--- src/rtl/wb_write_queue_pkg.sv ---
// rtl/wb_write_queue_pkg.sv - shared types and defaults for the writeback write queue
package wb_pkg;

  localparam int WB_DW    = 32;
  localparam int WB_AW    = 6;
  localparam int WB_DEPTH = 4;

  localparam logic [WB_AW-1:0] REG_ZERO = '0;

  typedef struct packed {
    logic [WB_AW-1:0] rd;
    logic [WB_DW-1:0] data;
  } wb_entry_t;

endpackage

--- src/rtl/wb_write_queue_if.sv ---
// rtl/wb_write_queue_if.sv - request, regfile-write and forwarding signals of the write queue
interface wb_write_queue_if #(
  parameter int DW = 32,
  parameter int AW = 6
);
  logic          alu_valid;
  logic          alu_ready;
  logic [AW-1:0] alu_rd;
  logic [DW-1:0] alu_data;
  logic          lsu_valid;
  logic          lsu_ready;
  logic [AW-1:0] lsu_rd;
  logic [DW-1:0] lsu_data;
  logic          wb_hold;
  logic          we3;
  logic [AW-1:0] a3;
  logic [DW-1:0] wd3;
  logic [AW-1:0] fwd_addr;
  logic          fwd_hit;
  logic [DW-1:0] fwd_data;

  modport master (
    output alu_valid, alu_rd, alu_data, lsu_valid, lsu_rd, lsu_data, wb_hold, fwd_addr,
    input  alu_ready, lsu_ready, we3, a3, wd3, fwd_hit, fwd_data
  );

  modport slave (
    input  alu_valid, alu_rd, alu_data, lsu_valid, lsu_rd, lsu_data, wb_hold, fwd_addr,
    output alu_ready, lsu_ready, we3, a3, wd3, fwd_hit, fwd_data
  );
endinterface

--- src/rtl/wb_write_queue_fifo.sv ---
// rtl/wb_write_queue_fifo.sv - circular buffer of pending regfile writes
module wb_fifo
  import wb_pkg::*;
#(
  parameter int DEPTH = WB_DEPTH,
  localparam int PW   = $clog2(DEPTH)
) (
  input  logic                clk,
  input  logic                rst,
  input  logic                push_i,
  input  wb_entry_t           din_i,
  input  logic                pop_i,
  output wb_entry_t           head_o,
  output logic [PW:0]         count_o,
  output logic [PW-1:0]       head_ptr_o,
  output wb_entry_t           entries_o [DEPTH],
  output logic [DEPTH-1:0]    valid_o,
  output logic                full_o,
  output logic                empty_o
);

  wb_entry_t     mem_q [DEPTH];
  logic [PW-1:0] wr_ptr_q, wr_ptr_d;
  logic [PW-1:0] rd_ptr_q, rd_ptr_d;
  logic [PW:0]   count_q, count_d;

  always_comb begin
    wr_ptr_d = wr_ptr_q;
    rd_ptr_d = rd_ptr_q;
    count_d  = count_q;
    if (push_i) wr_ptr_d = wr_ptr_q + 1'b1;
    if (pop_i)  rd_ptr_d = rd_ptr_q + 1'b1;
    case ({push_i, pop_i})
      2'b10:   count_d = count_q + 1'b1;
      2'b01:   count_d = count_q - 1'b1;
      default: count_d = count_q;
    endcase
  end

  always_ff @(posedge clk or posedge rst) begin
    if (rst) begin
      wr_ptr_q <= '0;
      rd_ptr_q <= '0;
      count_q  <= '0;
    end else begin
      wr_ptr_q <= wr_ptr_d;
      rd_ptr_q <= rd_ptr_d;
      count_q  <= count_d;
    end
  end

  // Storage needs no reset: valid_o masks every slot outside the live window.
  always_ff @(posedge clk) begin
    if (push_i) mem_q[wr_ptr_q] <= din_i;
  end

  always_comb begin
    valid_o = '0;
    for (int i = 0; i < DEPTH; i++) begin
      entries_o[i] = mem_q[i];
      valid_o[i]   = ({1'b0, PW'(i) - rd_ptr_q} < count_q);
    end
  end

  assign head_o     = mem_q[rd_ptr_q];
  assign head_ptr_o = rd_ptr_q;
  assign count_o    = count_q;
  assign full_o     = (count_q == (PW+1)'(DEPTH));
  assign empty_o    = (count_q == '0);

endmodule

--- src/rtl/wb_write_queue.sv ---
// rtl/wb_write_queue.sv - arbitrates ALU/LSU writes, queues them and drives the regfile write port
module wb_write_queue
  import wb_pkg::*;
#(
  parameter int DW    = WB_DW,
  parameter int AW    = WB_AW,
  parameter int DEPTH = WB_DEPTH,
  localparam int PW   = $clog2(DEPTH)
) (
  input  logic clk,
  input  logic rst,
  wb_write_queue_if.slave bus
);

  wb_entry_t        head;
  wb_entry_t        entries [DEPTH];
  logic [DEPTH-1:0] valid;
  logic [PW:0]      count;
  logic [PW-1:0]    head_ptr;
  logic             full, empty;

  wb_entry_t        req;
  logic             lsu_fire, alu_fire, push_ok, pop, bypass, fifo_push;

  logic             we3_q, we3_d;
  logic [AW-1:0]    a3_q, a3_d;
  logic [DW-1:0]    wd3_q, wd3_d;

  logic             fwd_hit;
  logic [DW-1:0]    fwd_data;
  logic [PW-1:0]    slot;

  // Ready is a function of the registered count only, so a pop cannot free a slot in the same cycle.
  assign bus.lsu_ready = !rst && !full;
  assign bus.alu_ready = !rst && !full && !bus.lsu_valid;

  assign lsu_fire = bus.lsu_valid && bus.lsu_ready;
  assign alu_fire = bus.alu_valid && bus.alu_ready;

  always_comb begin
    req = '0;
    if (lsu_fire) begin
      req.rd   = bus.lsu_rd;
      req.data = bus.lsu_data;
    end else begin
      req.rd   = bus.alu_rd;
      req.data = bus.alu_data;
    end
  end

  assign push_ok   = (lsu_fire || alu_fire) && (req.rd != REG_ZERO);
  assign pop       = !bus.wb_hold && !empty;
  assign bypass    = !bus.wb_hold && empty && push_ok;
  assign fifo_push = push_ok && !bypass;

  wb_fifo #(.DEPTH(DEPTH)) u_fifo (
    .clk        (clk),
    .rst        (rst),
    .push_i     (fifo_push),
    .din_i      (req),
    .pop_i      (pop),
    .head_o     (head),
    .count_o    (count),
    .head_ptr_o (head_ptr),
    .entries_o  (entries),
    .valid_o    (valid),
    .full_o     (full),
    .empty_o    (empty)
  );

  always_comb begin
    we3_d = 1'b0;
    a3_d  = a3_q;
    wd3_d = wd3_q;
    if (pop) begin
      we3_d = 1'b1;
      a3_d  = head.rd;
      wd3_d = head.data;
    end else if (bypass) begin
      we3_d = 1'b1;
      a3_d  = req.rd;
      wd3_d = req.data;
    end
  end

  always_ff @(posedge clk or posedge rst) begin
    if (rst) begin
      we3_q <= 1'b0;
      a3_q  <= '0;
      wd3_q <= '0;
    end else begin
      we3_q <= we3_d;
      a3_q  <= a3_d;
      wd3_q <= wd3_d;
    end
  end

  // Walk oldest to newest so the newest matching entry overrides older ones.
  always_comb begin
    fwd_hit  = 1'b0;
    fwd_data = '0;
    slot     = '0;
    if (we3_q && (a3_q == bus.fwd_addr)) begin
      fwd_hit  = 1'b1;
      fwd_data = wd3_q;
    end
    for (int k = 0; k < DEPTH; k++) begin
      slot = head_ptr + PW'(k);
      if (valid[slot] && (entries[slot].rd == bus.fwd_addr)) begin
        fwd_hit  = 1'b1;
        fwd_data = entries[slot].data;
      end
    end
    if (bus.fwd_addr == REG_ZERO) begin
      fwd_hit  = 1'b0;
      fwd_data = '0;
    end
  end

  assign bus.we3      = we3_q;
  assign bus.a3       = a3_q;
  assign bus.wd3      = wd3_q;
  assign bus.fwd_hit  = fwd_hit;
  assign bus.fwd_data = fwd_data;

endmodule

--- src/flat_wrapper.sv ---
// flat-port wrapper written by rule: the top's interface ports become plain ports
module wb_write_queue_flat import wb_pkg::*;
#(
  parameter int DW    = WB_DW,
  parameter int AW    = WB_AW,
  parameter int DEPTH = WB_DEPTH,
  localparam int PW   = $clog2(DEPTH)
)
  (clk, rst, bus_alu_valid, bus_alu_rd, bus_alu_data, bus_lsu_valid, bus_lsu_rd, bus_lsu_data, bus_wb_hold, bus_fwd_addr, bus_alu_ready, bus_lsu_ready, bus_we3, bus_a3, bus_wd3, bus_fwd_hit, bus_fwd_data);
  wb_write_queue_if #(.DW(DW), .AW(AW)) bus_i ();
  input  logic clk;
  input  logic rst;
  input wire logic [$bits(bus_i.alu_valid)-1:0] bus_alu_valid;
  input wire logic [$bits(bus_i.alu_rd)-1:0] bus_alu_rd;
  input wire logic [$bits(bus_i.alu_data)-1:0] bus_alu_data;
  input wire logic [$bits(bus_i.lsu_valid)-1:0] bus_lsu_valid;
  input wire logic [$bits(bus_i.lsu_rd)-1:0] bus_lsu_rd;
  input wire logic [$bits(bus_i.lsu_data)-1:0] bus_lsu_data;
  input wire logic [$bits(bus_i.wb_hold)-1:0] bus_wb_hold;
  input wire logic [$bits(bus_i.fwd_addr)-1:0] bus_fwd_addr;
  output wire logic [$bits(bus_i.alu_ready)-1:0] bus_alu_ready;
  output wire logic [$bits(bus_i.lsu_ready)-1:0] bus_lsu_ready;
  output wire logic [$bits(bus_i.we3)-1:0] bus_we3;
  output wire logic [$bits(bus_i.a3)-1:0] bus_a3;
  output wire logic [$bits(bus_i.wd3)-1:0] bus_wd3;
  output wire logic [$bits(bus_i.fwd_hit)-1:0] bus_fwd_hit;
  output wire logic [$bits(bus_i.fwd_data)-1:0] bus_fwd_data;
  assign bus_i.alu_valid = bus_alu_valid;
  assign bus_i.alu_rd = bus_alu_rd;
  assign bus_i.alu_data = bus_alu_data;
  assign bus_i.lsu_valid = bus_lsu_valid;
  assign bus_i.lsu_rd = bus_lsu_rd;
  assign bus_i.lsu_data = bus_lsu_data;
  assign bus_i.wb_hold = bus_wb_hold;
  assign bus_i.fwd_addr = bus_fwd_addr;
  assign bus_alu_ready = bus_i.alu_ready;
  assign bus_lsu_ready = bus_i.lsu_ready;
  assign bus_we3 = bus_i.we3;
  assign bus_a3 = bus_i.a3;
  assign bus_wd3 = bus_i.wd3;
  assign bus_fwd_hit = bus_i.fwd_hit;
  assign bus_fwd_data = bus_i.fwd_data;
  wb_write_queue #(.DW(DW), .AW(AW), .DEPTH(DEPTH)) u_core (.clk(clk), .rst(rst), .bus(bus_i));
endmodule
--- config.mk ---
export PLATFORM = sky130hd
export DESIGN_NAME = wb_write_queue_flat
export DESIGN_NICKNAME = d
export VERILOG_FILES = /design/src/rtl/wb_write_queue_pkg.sv /design/src/rtl/wb_write_queue_if.sv /design/src/rtl/wb_write_queue_fifo.sv /design/src/rtl/wb_write_queue.sv /design/src/flat_wrapper.sv
export SDC_FILE = /design/constraint.sdc
export NUM_CORES = 1
export LEC_CHECK = 0
export BUFFER_PORTS_ARGS = -buffer_cell sky130_fd_sc_hd__clkbuf_2
export CAP_MARGIN = 20
export CORE_ASPECT_RATIO = 0.8
export CORE_MARGIN = 8
export CORE_UTILIZATION = 45
export CTS_CLUSTER_DIAMETER = 60
export CTS_CLUSTER_SIZE = 12
export DETAILED_ROUTE_END_ITERATION = 8
export GPL_TIMING_DRIVEN = 0
export RECOVER_POWER = 100
export SLEW_MARGIN = 20
export SYNTH_ARGS = -nofsm -noshare
export SYNTH_HDL_FRONTEND = slang
export SYNTH_SLANG_ARGS = --single-unit
--- constraint.sdc ---
create_clock -name clk -period 5.77 [get_ports clk]
set_input_delay 1.154 -clock clk [delete_from_list [all_inputs] [get_ports clk]]
set_output_delay 1.154 -clock clk [all_outputs]
set_load 0.01 [all_outputs]
# Word level (Yosys, flattened, before mapping)
# Memories as Yosys holds them, arrays and structs flattened.
# Cells that the tools add are included.
word_totals:
  regBits: 46
  latch_bits: 0
  ramBits: 152
  mem_bits_ro: 0
  inputBits: 87
  out_inout_bits: 74
  wordCells: 109
  mem_count: 1
mem_list:
  columns: ["memory", "depth", "width", "read_ports", "rd_ports_with_merged_regs", "wr", "line", "rtl"]
  rows:
  - ["u_core.u_fifo.mem_q", 4, 38, 5, 0, 1, "wb_write_queue_fifo.sv:22", "wb_entry_t mem_q [DEPTH];"]
op_classes:
  addsub: 10
  mul: 0
  n_div: 0
  magnitude_cmp: 12
  eq_ne: 8
  n_shift: 0
  mux: 42
  bitwise: 4
  n_reduce_logical: 26
op_table:
  columns: ["operator", "count"]
  rows:
  - ["38-bit 2-to-1 mux", 9]
  - ["38-bit binary-select mux with 2-bit select", 4]
  - ["32-bit 2-to-1 mux", 8]
  - ["6-bit == test", 5]
  - ["1-bit logical AND", 14]
  - ["1-bit 2-to-1 mux", 14]
  - ["3-bit >= comparator, second input constant", 4]
  - ["2-bit by 3-bit < comparator with 1-bit output", 4]
  - ["2-bit by 3-bit < comparator with 1-bit output, second input constant", 4]
  - ["6-bit 2-to-1 mux", 2]
  - ["2-bit NOT with 3-bit output", 4]
  - ["1-bit binary-select mux with 2-bit select", 4]
  - ["1-bit logical NOT", 6]
  - ["6-bit logical NOT", 1]
  - ["3-bit one-hot mux with 2 select lines", 1]
  - ["6-bit nonzero test", 1]
  - ["2-bit by 1-bit adder with 2-bit output, second input constant", 2]
  - ["2-bit adder, second input constant", 2]
  - ["2-bit nonzero test", 2]
  - ["1-bit by 2-bit subtractor with 2-bit output, first input constant", 2]
  - ["2-bit subtractor, first input constant", 2]
  - ["3-bit by 1-bit adder with 3-bit output, second input constant", 1]
  - ["3-bit == test, second input constant", 1]
  - ["3-bit logical NOT", 1]
  - ["other kinds (4)", 4]

# Depth between registers and ports, before layout
# Gate-level depths: netlist of the first run.
depth:
  word_depth: 12
  ltp_mapped: 19
  ltp_nobuf: 11

# Modules after synthesis
# A second synthesis of the first run with hierarchy kept.
hier_totals:
  hier_cells: 1255
  hier_area_um2: 13375.3
modules_own_cells:
  columns: ["mod", "instances", "cells_each", "area_per_inst_um2", "seq_area_each_um2"]
  rows:
  - ["wb_write_queue", 1, 1001, 7323.3, 975.9]
  - ["wb_fifo", 1, 254, 6052.1, 4739.5]

# Least setup slack after synthesis of the first run
# OpenSTA, ideal clock, no wires.
synth_path:
  kind: "reg2out"
  startpoint: "reg u_core.u_fifo.rd_ptr_q[1] (netlist: u_core.u_fifo.head_ptr_o[1])"
  endpoint: "out bus_fwd_data[0]"
  arrival_ns: 3.974
  t_required_ns: 4.616
  slack_ns: 0.642
  path_stages_with_launch: 18
  path_buffers: 8
  path_cell_list: "dfrtp_1 > buf_2 > buf_4 > buf_2 > clkbuf_1 > clkbuf_1 > buf_1 > xnor2_1 > inv_1 > ha_1 > nor2_1 > and3_1 > o41ai_1 > a2111o_1 > buf_2 > clkbuf_1 > o22ai_1 > nor4_1"
synth_via:
  elab_chain_len: 11
  elab_cells_between_ends: 48
  cone_classes: "add/sub: 7; order compare: 4; eq/ne: 4; mux: 25; bitwise: 4; reduce/logical: 4"
synth_lines:
  columns: ["element", "line", "rtl"]
  rows:
  - ["start: declaration", "wb_write_queue_fifo.sv:24", "logic [PW-1:0] rd_ptr_q, rd_ptr_d;"]
  - ["start signal: assignment", "wb_write_queue_fifo.sv:47", "rd_ptr_q <= rd_ptr_d;"]
  - ["branches (longest 9 deep; another with 2-bit by 3-bit < comparator with 1-bit output)", null, null]
  - ["32-bit 2-to-1 mux *", "wb_write_queue.sv:109", "if (valid[slot] && (entries[slot].rd == bus.fwd_addr)) begin"]
  - ["32-bit 2-to-1 mux *", "wb_write_queue.sv:114", "if (bus.fwd_addr == REG_ZERO) begin"]
  - ["end: declaration", "flat_wrapper.sv:27", "output wire logic [$bits(bus_i.fwd_data)-1:0] bus_fwd_data;"]
# Every way passes the cells marked *. The select of a mux whose other input is x is not followed.

# Worst setup path after layout of the first run
layout_path:
  startpoint: "reg u_core.u_fifo.rd_ptr_q[1] (netlist: u_core.u_fifo.head_ptr_o[1])"
  endpoint: "out bus_fwd_data[1]"
# Same word-level chain as after synthesis.

==> metrics.md, run 1 <==
| Metric | Value |
|---|---|
| Status | finished, violations left |
| Failing checks | capacitance limit, slew limit |
| RD Place Congestion | 0.8693 |
| Sw Pwr | 3436 uW |
| Pre-CTS setup slack | -1074 ps |
| HPWL Detailed | between 30,000 and 40,000 um |
| Critical path class | register to output pin |
| TritonRoute pass-1 iters | 7 |
| Final wirelength | approximately 44,000 um |
| CP max FO | 10 |
| Synth Instances | 1,169 |
| Final worst setup slack | 80.08 ps |
| Commonest cells in the netlist | 152 x edfxtp_1, 120 x mux2i_1, 102 x nor2_1 |
| DR WL/cell | 25.02 um |
| Cell Int Power | 4147 uW |
| Initial antenna violation count | 1 |
| DP Area | 14,250 um2 |
| Area grow syn2layout | 15.49% |
| GRT Util Overall | 25.30% |
| Hold Buf Count CTS | 0 |
| CP endpoint kind | output pin |
| Die height | ~170 um |
| Syn_nets | 1,266 |
| DRT iter0 DRCs | roughly 1,000 |
| Nets | 1,457 |
| Ys async rst share | 23.23% |
| Final Max Slew Viols | 25 |
| Count leader, synth | edfxtp_1 |
| Worst Setup Start Kind | register |
| Switching share of power | 45.31% |
| I/O Buffers | 154 |
| Post-synth EDFFs | ~150 |
| Top cell type's share of synthesized area | 35.80% |
| Clock latency on the worst-skew pair | 460 ps |
| Clock network fraction of design power | between 15 and 20% |
| DRC violation count after routing | 0 |
| Die width | 204.2 um |
| Top cells by area, synth | edfxtp_1 36%, mux2i_1 9.4%, dfrtp_1 9.0%, mux2_2 7.3%, nor2_1 3.0% |
| CTS Buf Count | 17 |
| Slew margin rel. | -19.32% |
| Peak supply drop | roughly 300 uV |
| Row cnt | 55 |
| Average vias per placed instance | approximately 6.1 |
| Leakage power | 0.005651 uW |
| Hold crit path type | register to register |
| ANT cells | 0 |
| Core footprint | ~28,000 um2 |
| Core Util, Final | about 52% |
| Tot Pwr | about 7600 uW |
| Pin count of the biggest net entering global routing | 25 |
| Reg clk slew, reported paths | 80 ps |
| CTS Root Cell | clkbuf_16 |
| Layout cells sized above 1 | 22.65% |
| Die Area | 34,010 um2 |
| Yosys top cell by area | edfxtp_1 |
| Fmax | 175.8 MHz |
| Max-cap violations | 1 |
| H-tree depth | 4 |
| Number of antenna-violating nets in the routed design | 0 |
| Clock buffer depth | 2 |
| Clk_skew | 12.51 ps |
| I/O pins | 161 |
| Starting Density | 45.41% |
| Min Tclk post-route | 5690 ps |
| Setup Viol. Count Final | 0 |
| Synth cell types | 49 |
| Synth Cell Area | 12,750 um2 |
| Avg Cell Area, Syn | 10.91 um2 |
| Seq pwr share | 28.5% |
| Yosys reg bits | 198 |
| Post-route cell area | 14,730 um2 |
| CTS tree | built |
| Seq/Total Area, Yosys | 44.82% |
| Total grt overflow | 0 |
| TritonCTS Sinks | 198 |
| Number of global-route vias before repair | 10,650 |
| First-pass GRT wire length | 65,410 um |
| Period utilisation layout | 98.61% |
| Via count | 10,670 |
| CP required | 4620 ps |
| Final hold viol count | 0 |
| Worst slew pin tran | 1790 ps |
| CP Data Arrival Time | 4540 ps |
| Logic pwr share | between 50% and 60% |
| Synth Flop Type | edfxtp_1 |
| Ys Warns | 0 |
| PwrDens | 514.9 nW/um2 |
-- state kept, by name, indices dropped and copies added (netlist names) --
name                      flops
u_core.bus.a3                 6
u_core.bus.wd3               32
u_core.bus.we3                1
u_core.u_fifo.count_o         3
u_core.u_fifo.head_ptr_o      2
u_core.u_fifo.wr_ptr_q        2
u_core.u_fifo.mem_q         152
-- cells by family (layout without fill, tap and decap cells) --
logic type	Yosys count	after routing	share of synthesized area (%)
simple gates	379	379	17.28
mux	219	219	19.58
compound gates	212	212	10.43
flops	198	198	44.82
buf+inv	114	318	4.308
xor+xnor	37	37	2.541
fa+ha+maj	10	10	1.040
-- critical path, cell delays in order, from the launching register on --
cell and delay [ps]:
dfrtp_1 390, clkbuf_4 210, inv_2 200, buf_2 300, clkbuf_4 320, ha_1 330
or3_1 370, a21oi_1 170, o41ai_1 90, a2111o_1 320, buf_4 200, nand2b_4 120
clkbuf_2 280, o22ai_1 150, nor4_2 410, clkbuf_2 210
-- routing by layer --
| layer | global-route usage, % | share of wire [%] | wire [um] | vias up |
|---|---|---|---|---|
| met5 | 0 | 0.034 | 15 | - |
| met3 | 5.934 | 10 | 4405 | 82 |
| met1 | 36.35 | 44 | 19270 | 5181 |
| met4 | 7.815 | 2.1 | 934 | 2 |
| li1 | - | - | - | 4763 |
| met2 | 37.20 | 44 | 18980 | 638 |
-- stage by stage --
step | cells | hold slack [ps] | setup TNS [ps]
floorplan | 1169 | 492.5 | 0
global placement | 1693 | 527.2 | -149440
detailed placement | 1703 | 547.8 | -28900
CTS | 1734 | 558.6 | -3.570
global route | 1743 | 582.3 | -10.30
finish | 1743 | 555.0 | 0
-- path summary, 6_finish.rpt --
kind,start,endpoint,slack (ps),cells after the start
min in group asynchronous,rst,u_core.u_fifo.count_o[2],970,2
max reg2reg,u_core.u_fifo.count_o[0],u_core.u_fifo.mem_q[1][16],560,8
max in group asynchronous,rst,u_core.bus.wd3[0],2590,3
min reg2reg,u_core.u_fifo.wr_ptr_q[0],u_core.u_fifo.wr_ptr_q[0],560,1
min,u_core.u_fifo.wr_ptr_q[0],u_core.u_fifo.wr_ptr_q[0],560,1
max,u_core.u_fifo.head_ptr_o[1],bus_fwd_data[1],80,15
-- final cells by class --
| class | instances | area [um2] |
|---|---|---|
| plain buffers | 98 | 559.3 |
| fillers | 2582 | 13350 |
| clock buffers | 17 | 425.4 |
| flip-flops and latches | 198 | 5715 |
| clock inverters | 15 | 153.9 |
| multi-input cells | 857 | 6525 |
| repair buffers | 175 | 834.6 |
| inverters | 13 | 50.05 |
| well taps | 370 | 462.9 |
-- placed cells by master, fill, tap and decap left out, drive strengths merged, types with 2 or more instances in the layout --
cell,netlist,routed
a21oi,46,46
a311oi,32,32
and2,23,23
and3,2,2
buf,54,57
clkbuf,47,233
clkinv,0,6
dfrtp,46,46
edfxtp,152,152
ha,9,9
inv,13,21
mux2,83,83
mux2i,120,120
mux4,16,16
nand2,93,93
nand3b,33,33
nand4,7,7
nor2,102,102
nor2b,23,23
nor3,23,23
nor3b,32,32
nor4,34,34
o21ai,73,73
o22ai,31,31
o31a,21,21
or4,4,4
xnor2,15,15
xor2,22,22
-- power by group through the flow --
stage	Clock (uW)	Combinational, uW	Sequential (uW)
2_1_floorplan	0	2760	2180
3_3_place_gp	0	4040	2210
3_5_place_dp	0	4170	2190
4_1_cts	1200	4230	2160
5_1_grt	1260	4550	2200
6_report	1190	4230	2160
-- what timing repair did --
action / CTS / global route
setup buffers: 2 / 9
endpoints found under the setup margin: 33 / 33
pin swaps: 4 / 3
hold endpoints to repair: 0 / 0
resized for setup: 30 / 12
(Power assumes the default switching activity.)
==> run 2: changes to the inputs <==
Settings changed: SYNTH_HIERARCHICAL set to 1.
==> metrics.md, run 2 <==
| Metric | Value |
|---|---|
| Status | finished, violations left |
| Failing checks | capacitance limit, slew limit |
| Count leader, synth | edfxtp_1 |
| Average vias per placed instance | 6.405 (+4.7%) |
| Period utilisation layout | 97.89% (-0.72 points) |
| Synth Instances | 1,255 (+7.4%) |
| Hold crit path type | register to register |
| GRT Util Overall | 26.68% (+1.4 points) |
| Total grt overflow | 0 (unchanged) |
| CTS Root Cell | clkbuf_16 |
| TritonRoute pass-1 iters | 5 (-2) |
| Crit-path cells | buf_4 > xnor2_1 > inv_1 > ha_1 > a21oi_1 > or2_2 > mux2_2 > and2_1 > mux4_2 > o21ai_2 > nor3_2 > clkbuf_2 > a21o_1 > a221oi_4 > clkbuf_2 |
| PwrDens | 515.7 nW/um2 (+0.15%) |
| Post-route cell area | 15,530 um2 (+5.5%) |
| FF+latch area | 5715 um2 (unchanged) |
| Hold depth | 2 (+1) |
| Number of global-route vias before repair | 11,700 (+9.8%) |
| Reg with most FFs | u_core/u_fifo/mem_q |
| CP endpoint kind | output pin |
| Area grow syn2layout | 16.14% |
| Top cell type's share of synthesized area | 34.13% (-1.7 points) |
| ANT cells | 0 (unchanged) |
| Hold Buf Count CTS | 0 (unchanged) |
| Row cnt | 56 (+1.8%) |
| HPWL Detailed | 33,100 um (+6.6%) |
| Initial antenna violation count | 1 (unchanged) |
| Commonest non-fill, non-tap cell in the layout | edfxtp_1 |
| Min-Delay Endpoint | u_core/bus.wd3[2] |
| DRC violation count after routing | 0 (unchanged) |
| Clk_skew | 14.39 ps (+1.879 ps) |
| Reg2reg setup slack | 660 ps (+100 ps) |
| Yosys reg bits | 198 (unchanged) |
| Post-synth EDFFs | 152 (unchanged) |
| CP required | 4620 ps (about the same) |
| Multi-input gate area | 7305 um2 (+12%) |
| Via count | 11,660 (+9.3%) |
| Final Max Slew Viols | 40 (+60%) |
| Clock latency on the worst-skew pair | 450 ps (about the same) |
| H-tree depth | 4 (unchanged) |
| Ys async rst share | 23.23% (unchanged) |
| First-pass GRT wire length | 71,870 um (+9.9%) |
| I/O pins | 161 (unchanged) |
| RR Endpoint | u_core/u_fifo/mem_q[0][28] |
| Min Tclk post-route | 5648 ps (-41.79 ps) |
| Die Area | 35,530 um2 (+4.5%) |
| Worst r2r path cells | 10 (+2) |
| Slowest CP cell | dfrtp_1 |
| Worst Setup Start Kind | register |
| DR WL/cell | 26.67 um (+6.6%) |
| Max-cap violations | 1 (unchanged) |
| Slew margin rel. | -61.54% (-42 points) |
| Top cells by area, synth | edfxtp_1 34%, mux4_2 8.8%, dfrtp_1 8.6%, mux2_2 8.3%, mux2i_1 6.5% |
| RD Place Congestion | 0.9068 (+4.3%) |
| Die height | 170.2 um (+2.2%) |
| Number of antenna-violating nets in the routed design | 0 (unchanged) |
| Yosys top cell by area | edfxtp_1 |
| Crit-path most repeated cell | clkbuf_2 |
| Worst slew pin tran | 2410 ps (+620.0 ps) |
| I/O Buffers | 154 (unchanged) |
| Worst setup path start | u_core/u_fifo/head_ptr_o[1] |
| DRT iter0 DRCs | 1,562 (+49%) |
| Critical path class | register to output pin |
| Die width | 208.8 um (+2.2%) |
| Tot Pwr | 8010 uW (+5.6%) |
| Layout cells sized above 1 | 24.86% (+2.2 points) |
| Pin count of the biggest net entering global routing | 40 (+60%) |
| Syn_nets | 1,352 (+6.8%) |
| Max incr delay on CP | 520 ps (+110 ps) |
| Leakage power | 0.005987 uW (+6.0%) |
| CP max FO | 10 (unchanged) |
| CP Data Arrival Time | 4490 ps (-50 ps) |
| Nets | 1,528 (+4.9%) |
| DP Area | 14,660 um2 (+2.9%) |
| Starting Density | 45.67% (+0.25 points) |
| Setup Viol. Count Final | 0 (unchanged) |
| Final wirelength | 48,560 um (+11%) |
| Commonest cells in the netlist | 152 x edfxtp_1, 113 x nand2_1, 109 x nor2_1 |
| Clock buffer depth | 2 (unchanged) |
| Startpoint of the worst hold path | u_core/bus.wd3[2] |
| Peak supply drop | 268.5 uV (-13%) |
| Synth Flop Type | edfxtp_1 |
| Final worst setup slack | 121.9 ps (+41.79 ps) |
| Seq/Total Area, Yosys | 42.73% (-2.1 points) |
| Final hold viol count | 0 (unchanged) |
| TritonCTS Sinks | 198 (unchanged) |
| # fillers | 2,697 (+4.5%) |
| Reg clk slew, reported paths | 80 ps (about the same) |
| Synth cell types | 54 (+10%) |
| CTS Buf Count | 17 (unchanged) |
| CTS tree | built |
| Number of flip-flops in the largest register | 152 (unchanged) |
| Synth Cell Area | 13,380 um2 (+4.9%) |
| Commonest cells after routing, fill and taps aside | 152 x edfxtp_1, 115 x clkbuf_2, 113 x nand2_1 |
| Reg2reg start | u_core/u_fifo/count_o[0] |
| Avg Cell Area, Syn | 10.66 um2 (-2.3%) |
| Core footprint | 29,290 um2 (+4.3%) |
| Pre-CTS setup slack | -219.7 ps (+853.9 ps) |
| Fmax | 177.1 MHz (+0.74%) |
| Ys Warns | 6 (+6) |
run 2: changes by cell type after synthesis, sizes merged, moves of 32 or more:
cell    change
a21oi      +57
mux4       +37
nor4       -32
mux2i      -33
a311oi     -32
o21ai      +58
nand3b     -33
run 2: cells by family after synthesis:
| logic type | count (synthesis) | share of synthesized area (%) |
|---|---|---|
| adder cells (fa/ha/maj) | 10 | 0.9916 |
| AND/OR/NAND/NOR | 288 | 9.008 |
| AO/OA/AOI/OAI | 351 | 16.40 |
| buffers and inverters | 133 | 4.696 |
| flip-flops | 198 | 42.73 |
| XOR/XNOR | 35 | 2.292 |
| multiplexers | 240 | 23.88 |
run 2: critical path, delay by kind of cell (launching register included):
family          cells  cell delay, ps
buf+inv             4             860
flops               1             520
fa+ha+maj           1             280
simple gates        3             610
compound gates      4             790
xor+xnor            1             170
mux                 2             800
run 2: where the power goes:
group          switching [uW]  total (uW)  internal, uW
logic                    2730        4520          1800
clock network             562        1280           723
registers                 285        2200          1920
total                    3570        8010          4440
run 2: worst max-delay path by stage:
stage,cells past startpoint,endpoint,slack (ps)
finish,15,bus_fwd_data[21],120
global route,17,bus_fwd_data[8],-10
CTS,17,bus_fwd_data[19],10
detailed placement,16,bus_fwd_data[19],-220
global placement,8,u_core/u_fifo/mem_q[0][27],-470
floorplan,9,bus_fwd_data[20],1090
run 2: area by class of cell:
type                            instances  area share, %
Sequential cell                       198          36.79
Clock inverter                          7         0.6847
Multi-Input combinational cell        924          47.02
Buffer                                112          3.754
Inverter                               20         0.4913
Clock buffer                           25          3.335
Tap cell                              377          3.037
Timing Repair Buffer                  158          4.881
run 2: timing repair:
| item | CTS | global route |
|---|---|---|
| gates cloned | 0 | 0 |
| setup buffers | 2 | 0 |
| pin swaps | 1 | 0 |
| endpoints found under the setup margin | 32 | 32 |
| gates resized for setup | 32 | 28 |
run 2: stage by stage:
step | hold WS (ps) | instances | util, % | TNS [ps]
global placement | 491.4 | 1786 | 49.91 | -71020
detailed placement | 500.3 | 1788 | 50.07 | -1216
CTS | 517.5 | 1821 | 52.71 | 0
global route | 554.0 | 1821 | 53.04 | -42.25
floorplan | 493.6 | 1255 | - | 0
finish | 511.8 | 1821 | 53.04 | 0
run 2: routing by layer:
layer  GRT usage (%)  wire (um)  up-vias
li1                -          -     5085
met1           37.90      20890     5728
met2           40.29      21390      756
met3           5.441       4892       94
met4           9.208       1390        0
met5               0          0        -
